$ cat src/rtl/fetch_unit.sv
// Instruction fetch stage: owns the PC, issues in-order word fetches and buffers
// {pc, inst} pairs for decode. Define FETCH_BYPASS_EN to forward a response straight to decode when the FIFO is empty.
module fetch_unit #(
  parameter logic [31:0] RESET_PC    = 32'h0000_0000,
  parameter int          QUEUE_DEPTH = 4
) (
  input  logic        clk_i,
  input  logic        rst_ni,
  input  logic        redirect_i,
  input  logic [31:0] redirect_pc_i,
  output logic        imem_req_o,
  output logic [31:0] imem_addr_o,
  input  logic        imem_gnt_i,
  input  logic        imem_rvalid_i,
  input  logic [31:0] imem_rdata_i,
  output logic        inst_valid_o,
  output logic [31:0] inst_o,
  output logic [31:0] inst_pc_o,
  input  logic        inst_ready_i
);

  localparam int PW = $clog2(QUEUE_DEPTH);
  localparam int CW = PW + 1;

  logic [31:0]   pc;
  logic [31:0]   resp_pc;
  logic          run;
  logic [CW-1:0] outstanding;
  logic [CW-1:0] drop;
  logic [CW-1:0] count;
  logic [PW-1:0] rd_ptr;
  logic [PW-1:0] wr_ptr;
  logic [31:0]   fifo_inst [QUEUE_DEPTH];
  logic [31:0]   fifo_pc   [QUEUE_DEPTH];

  logic [CW:0]   in_use;
  logic [31:0]   target;
  logic          grant;
  logic          dropping;
  logic          fifo_empty;
  logic          accept;
  logic          push;
  logic          pop_fifo;

  // Every buffered entry and every fetch still in flight holds one credit, so a response always has room.
  assign in_use     = {1'b0, count} + {1'b0, outstanding};
  assign imem_req_o = run & (in_use < (CW+1)'(QUEUE_DEPTH)) & ~redirect_i;
  assign imem_addr_o = pc;
  assign target     = {redirect_pc_i[31:2], 2'b00};
  assign grant      = imem_req_o & imem_gnt_i;
  assign dropping   = (drop != '0);
  assign fifo_empty = (count == '0);
  assign accept     = imem_rvalid_i & ~dropping & ~redirect_i;
  assign pop_fifo   = ~fifo_empty & inst_ready_i;

`ifdef FETCH_BYPASS_EN
  logic bypass;

  assign bypass       = fifo_empty & accept;
  assign push         = accept & ~(bypass & inst_ready_i);
  assign inst_valid_o = ~fifo_empty | bypass;

  always_comb begin
    inst_o    = '0;
    inst_pc_o = '0;
    if (!fifo_empty) begin
      inst_o    = fifo_inst[rd_ptr];
      inst_pc_o = fifo_pc[rd_ptr];
    end else if (bypass) begin
      inst_o    = imem_rdata_i;
      inst_pc_o = resp_pc;
    end
  end
`else
  assign push         = accept;
  assign inst_valid_o = ~fifo_empty;

  always_comb begin
    inst_o    = '0;
    inst_pc_o = '0;
    if (!fifo_empty) begin
      inst_o    = fifo_inst[rd_ptr];
      inst_pc_o = fifo_pc[rd_ptr];
    end
  end
`endif

  always_ff @(posedge clk_i or negedge rst_ni) begin
    if (!rst_ni) begin
      pc          <= RESET_PC;
      resp_pc     <= RESET_PC;
      run         <= 1'b0;
      outstanding <= '0;
      drop        <= '0;
      count       <= '0;
      rd_ptr      <= '0;
      wr_ptr      <= '0;
    end else begin
      run         <= 1'b1;
      outstanding <= outstanding + CW'(grant) - CW'(imem_rvalid_i);
      if (redirect_i) begin
        // Whatever is still in flight after this cycle's response belongs to the old path.
        pc      <= target;
        resp_pc <= target;
        drop    <= outstanding - CW'(imem_rvalid_i);
        count   <= '0;
        rd_ptr  <= '0;
        wr_ptr  <= '0;
      end else begin
        if (grant)
          pc <= pc + 32'd4;
        if (imem_rvalid_i && dropping)
          drop <= drop - CW'(1);
        if (accept)
          resp_pc <= resp_pc + 32'd4;
        if (push)
          wr_ptr <= wr_ptr + PW'(1);
        if (pop_fifo)
          rd_ptr <= rd_ptr + PW'(1);
        count <= count + CW'(push) - CW'(pop_fifo);
      end
    end
  end

  always_ff @(posedge clk_i) begin
    if (push && !redirect_i) begin
      fifo_inst[wr_ptr] <= imem_rdata_i;
      fifo_pc[wr_ptr]   <= resp_pc;
    end
  end

endmodule

$ cat config.mk
export PLATFORM = sky130hd
export DESIGN_NAME = fetch_unit
export DESIGN_NICKNAME = d
export VERILOG_FILES = /design/src/rtl/fetch_unit.sv
export SDC_FILE = /design/constraint.sdc
export NUM_CORES = 1
export LEC_CHECK = 0
export ABC_CLOCK_PERIOD_IN_PS = 5800
export BUFFER_PORTS_ARGS = -buffer_cell sky130_fd_sc_hd__buf_2
export CELL_PAD_IN_SITES_DETAIL_PLACEMENT = 0
export CELL_PAD_IN_SITES_GLOBAL_PLACEMENT = 1
export CORE_MARGIN = 5
export CORE_UTILIZATION = 40
export DETAILED_ROUTE_END_ITERATION = 12
export PLACE_DENSITY = 0.66
export SKIP_CTS_REPAIR_TIMING = 1
export SLEW_MARGIN = 20
export SYNTH_ARGS = -nofsm -noshare
export SYNTH_HDL_FRONTEND = slang
export SYNTH_SLANG_ARGS = --single-unit
$ cat constraint.sdc
create_clock -name clk_i -period 5.8 [get_ports clk_i]
set_clock_uncertainty 0.1 [all_clocks]
set_input_delay 0.87 -clock clk_i [delete_from_list [all_inputs] [get_ports clk_i]]
set_output_delay 0.87 -clock clk_i [all_outputs]
set_load 0.05 [all_outputs]
==> summary.txt <==
Largest family of logic cells by synthesized area -> multiplexers
Routed length per placed instance -> 19.88 um
Sw Pwr -> 2.601 mW
Sequential area share after synthesis -> 68.23%
Int Pwr -> 4.793 mW
Max VDD drop -> 0.2833 mV
Reg2reg setup slack -> 2.46 ns
Final min period -> 3.853 ns
Crit path from -> rd_ptr[0]$_DFFE_PN0P_
IO Count -> 168
Final worst path period share -> 66.42%
Syn Inst Count -> 844
Worst-Skew Late Latency -> 0.51 ns
Post-DR vias/cell -> 5.167
Multiplexer area fraction after synthesis -> 11.31%
H-Tree Depth -> 2
Multi-input combinational cell area -> 4075 um^2
Clock-pin slew of the registers on the worst-case setup and hold paths -> 0.06 ns
Sum Neg Setup Slack -> 0 ns
P per Cell Area -> 456.9 nW/um^2
Synth top cells by count -> edfxtp_1, dfrtp_1, and2_1
CP startpoint kind -> flop
DRC -> 0
Unrepaired setup endpoints after global routing -> false
Number of diodes -> 0
Sequential Power Share -> 38.2%
First-pass iteration count of the detailed router -> 4
Post-Synth XOR/XNOR Area -> 3.085%
Longest Clk Path Bufs -> 3
Core area -> 33620 um^2
Critical-path maximum fanout -> 26
Die Ht -> 194.6 um
Worst Hold Class -> in2async
Clk pwr share -> 31.4%
Cell row count -> 67
P_leak -> 5.857 nW
Initial antenna violation count -> 0
TritonCTS Buffers -> 36
Status -> complete, no violations
Cell with the most instances after synthesis -> edfxtp_1
Initial drt markers -> 347
Seq cells post-synth -> 322
CP Class -> reg2out
Max Cap Viol -> 0
Post-route cell area -> 16190 um^2
Worst endpoint required time -> 4.83 ns
Storage cell area -> 9304 um^2
Routability cong. -> 0.7796
Number of synthesized flops with an enable pin -> 248
Synth async-reset ratio -> 22.98%
R2R cell count -> 10
Largest net degree at the start of global routing -> 65
Syn Area/Cell -> 16.15 um^2
DIE WIDTH -> 194.6 um
Grt ovf -> 0
Yosys warns -> 0
Hold Slack -> 0.4101 ns
Top cells by area, synth -> edfxtp_1, dfrtp_1, mux4_2, and2_1, xor2_1
First-pass GRT wire length -> 47110 um
Net Sw Frac -> 35.18%
WP data arrival -> 2.88 ns
Fin. max-slew vios -> 0
Post-Route WL -> 29710 um
Compound-Gate Fraction of Synth Area -> 3.112%
TritonCTS clock tree -> yes
Maximum clock rate -> 259.6 MHz
Area leader, netlist -> edfxtp_1
Buffers added on ports -> 161
Pre-CTS WS -> 2.209 ns
Clk sinks -> 322
Final Hold Fails -> 0
Synth Area in Adders -> 1.763%
Yosys top cell area share -> 54.65%
Fill cell count -> 2931
Top FF cell, synth -> edfxtp_1
Setup ws final -> 1.947 ns
Post-DRT Antenna Nets -> 0
Setup violations, final -> 0
Share of post-route cells with drive strength above 1 -> 30.78%
FF-to-FF End -> outstanding[2]$_DFF_PN0_
Nets@finish -> 1107
Worst slew margin -> 34.91%
Vias in the first global route -> 8090
GR Util All Layers -> 15.67%
Netlist Area Pre-Place -> 13630 um^2
Vias after detailed routing -> 7720
Area Overhead vs Synth -> 18.77%
CP endpoint kind -> output port
Simple-gate share of the synthesized area -> 10.45%
Worst-Margin Slew -> 0.9764 ns
Cell Area, Placed -> 14940 um^2
Post-synth cell types -> 51
Worst reg2reg startpoint -> outstanding[2]$_DFF_PN0_
DP HPWL -> 18950 um
DIE AREA -> 37860 um^2
Initial core utilization -> 40.54%
Comb power frac -> 30.4%
Clock root cell -> clkbuf_16
[flip-flops by register name, indices dropped and copies added, names as in the netlist]
name and cells:
imem_addr_o 30, count 3, wr_ptr 2, run 1
outstanding 3, rd_ptr 2, fifo_pc 120, fifo_inst 128
drop 3, resp_pc 30
[routing by layer]
layer	vias to the layer above	wire length [um]	track usage, %
li1	3573	-	-
met1	3915	13980	22.92
met2	200	13900	24.46
met3	32	1414	3.116
met4	0	418	3.672
met5	-	0	0
[power groups by stage]
stage	Combinational, mW	Clock, mW	Sequential, mW
after global routing	2.41	2.49	2.86
after floorplan	1.73	0	2.85
final	2.25	2.32	2.82
after detailed placement	2.23	0	2.92
after CTS	2.23	2.39	2.88
after global placement	2.23	0	2.92
[critical path, stage by stage, from the launching register on]
cell	delay (ns)
dfrtp_4	0.77
buf_12	0.31
buf_4	0.36
mux4_2	0.53
and2_1	0.18
buf_2	0.21
[layout make-up]
| cell class | count | area share [%] |
|---|---|---|
| Sequential cell | 322 | 57.48 |
| Clock buffer | 45 | 6.161 |
| Inverter | 23 | 0.5334 |
| Multi-Input combinational cell | 460 | 25.18 |
| Tap cell | 448 | 3.463 |
| Timing Repair Buffer | 176 | 5.751 |
| Clock inverter | 20 | 1.430 |
[cell families after synthesis]
group,count (synthesis)
flops,322
simple gates,249
mux,75
compound gates,65
buf+inv,65
xor+xnor,48
fa+ha+maj,18
other cells,2
[metrics by stage]
step	std cells	util (%)	total power, mW
global placement	1428	44.43	5.144
floorplan	847	-	4.580
finish	1494	48.15	7.394
CTS	1493	48.09	7.500
global route	1494	48.15	7.757
detailed placement	1428	44.43	5.154
[worst max-delay path by stage]
stage                                      endpoint  slack, ns
after floorplan           fifo_inst[0][0]$_DFFE_PP_       2.32
after global placement     outstanding[2]$_DFF_PN0_       2.15
after detailed placement   outstanding[2]$_DFF_PN0_       2.21
after CTS                                 inst_o[3]       1.68
after global routing                     inst_o[17]       1.69
final                                    inst_o[12]       1.95
[layout by cell type, fill, tap and decap left out, types with 5 or more instances in the layout]
cell type	netlist	layout
edfxtp_1	248	248
mux4_2	62	62
a21boi_0	5	5
xnor2_1	20	20
buf_2	10	161
inv_1	22	22
xor2_1	28	28
nand4_1	30	30
nor3_1	5	5
bufinv_16	0	5
o211ai_1	10	10
clkinv_1	0	8
o21ai_0	25	25
ha_1	16	16
o311ai_0	8	8
and4_1	5	5
nor2_1	25	25
clkbuf_1	24	5
and3_1	10	10
mux2_2	12	12
nand3_1	22	22
a21oi_1	7	7
dfrtp_1	74	72
clkbuf_16	0	38
buf_4	4	14
conb_1	2	5
nand2b_1	6	6
nand2_1	55	55
and2_1	67	63
Power figures use the tool's default switching activity.
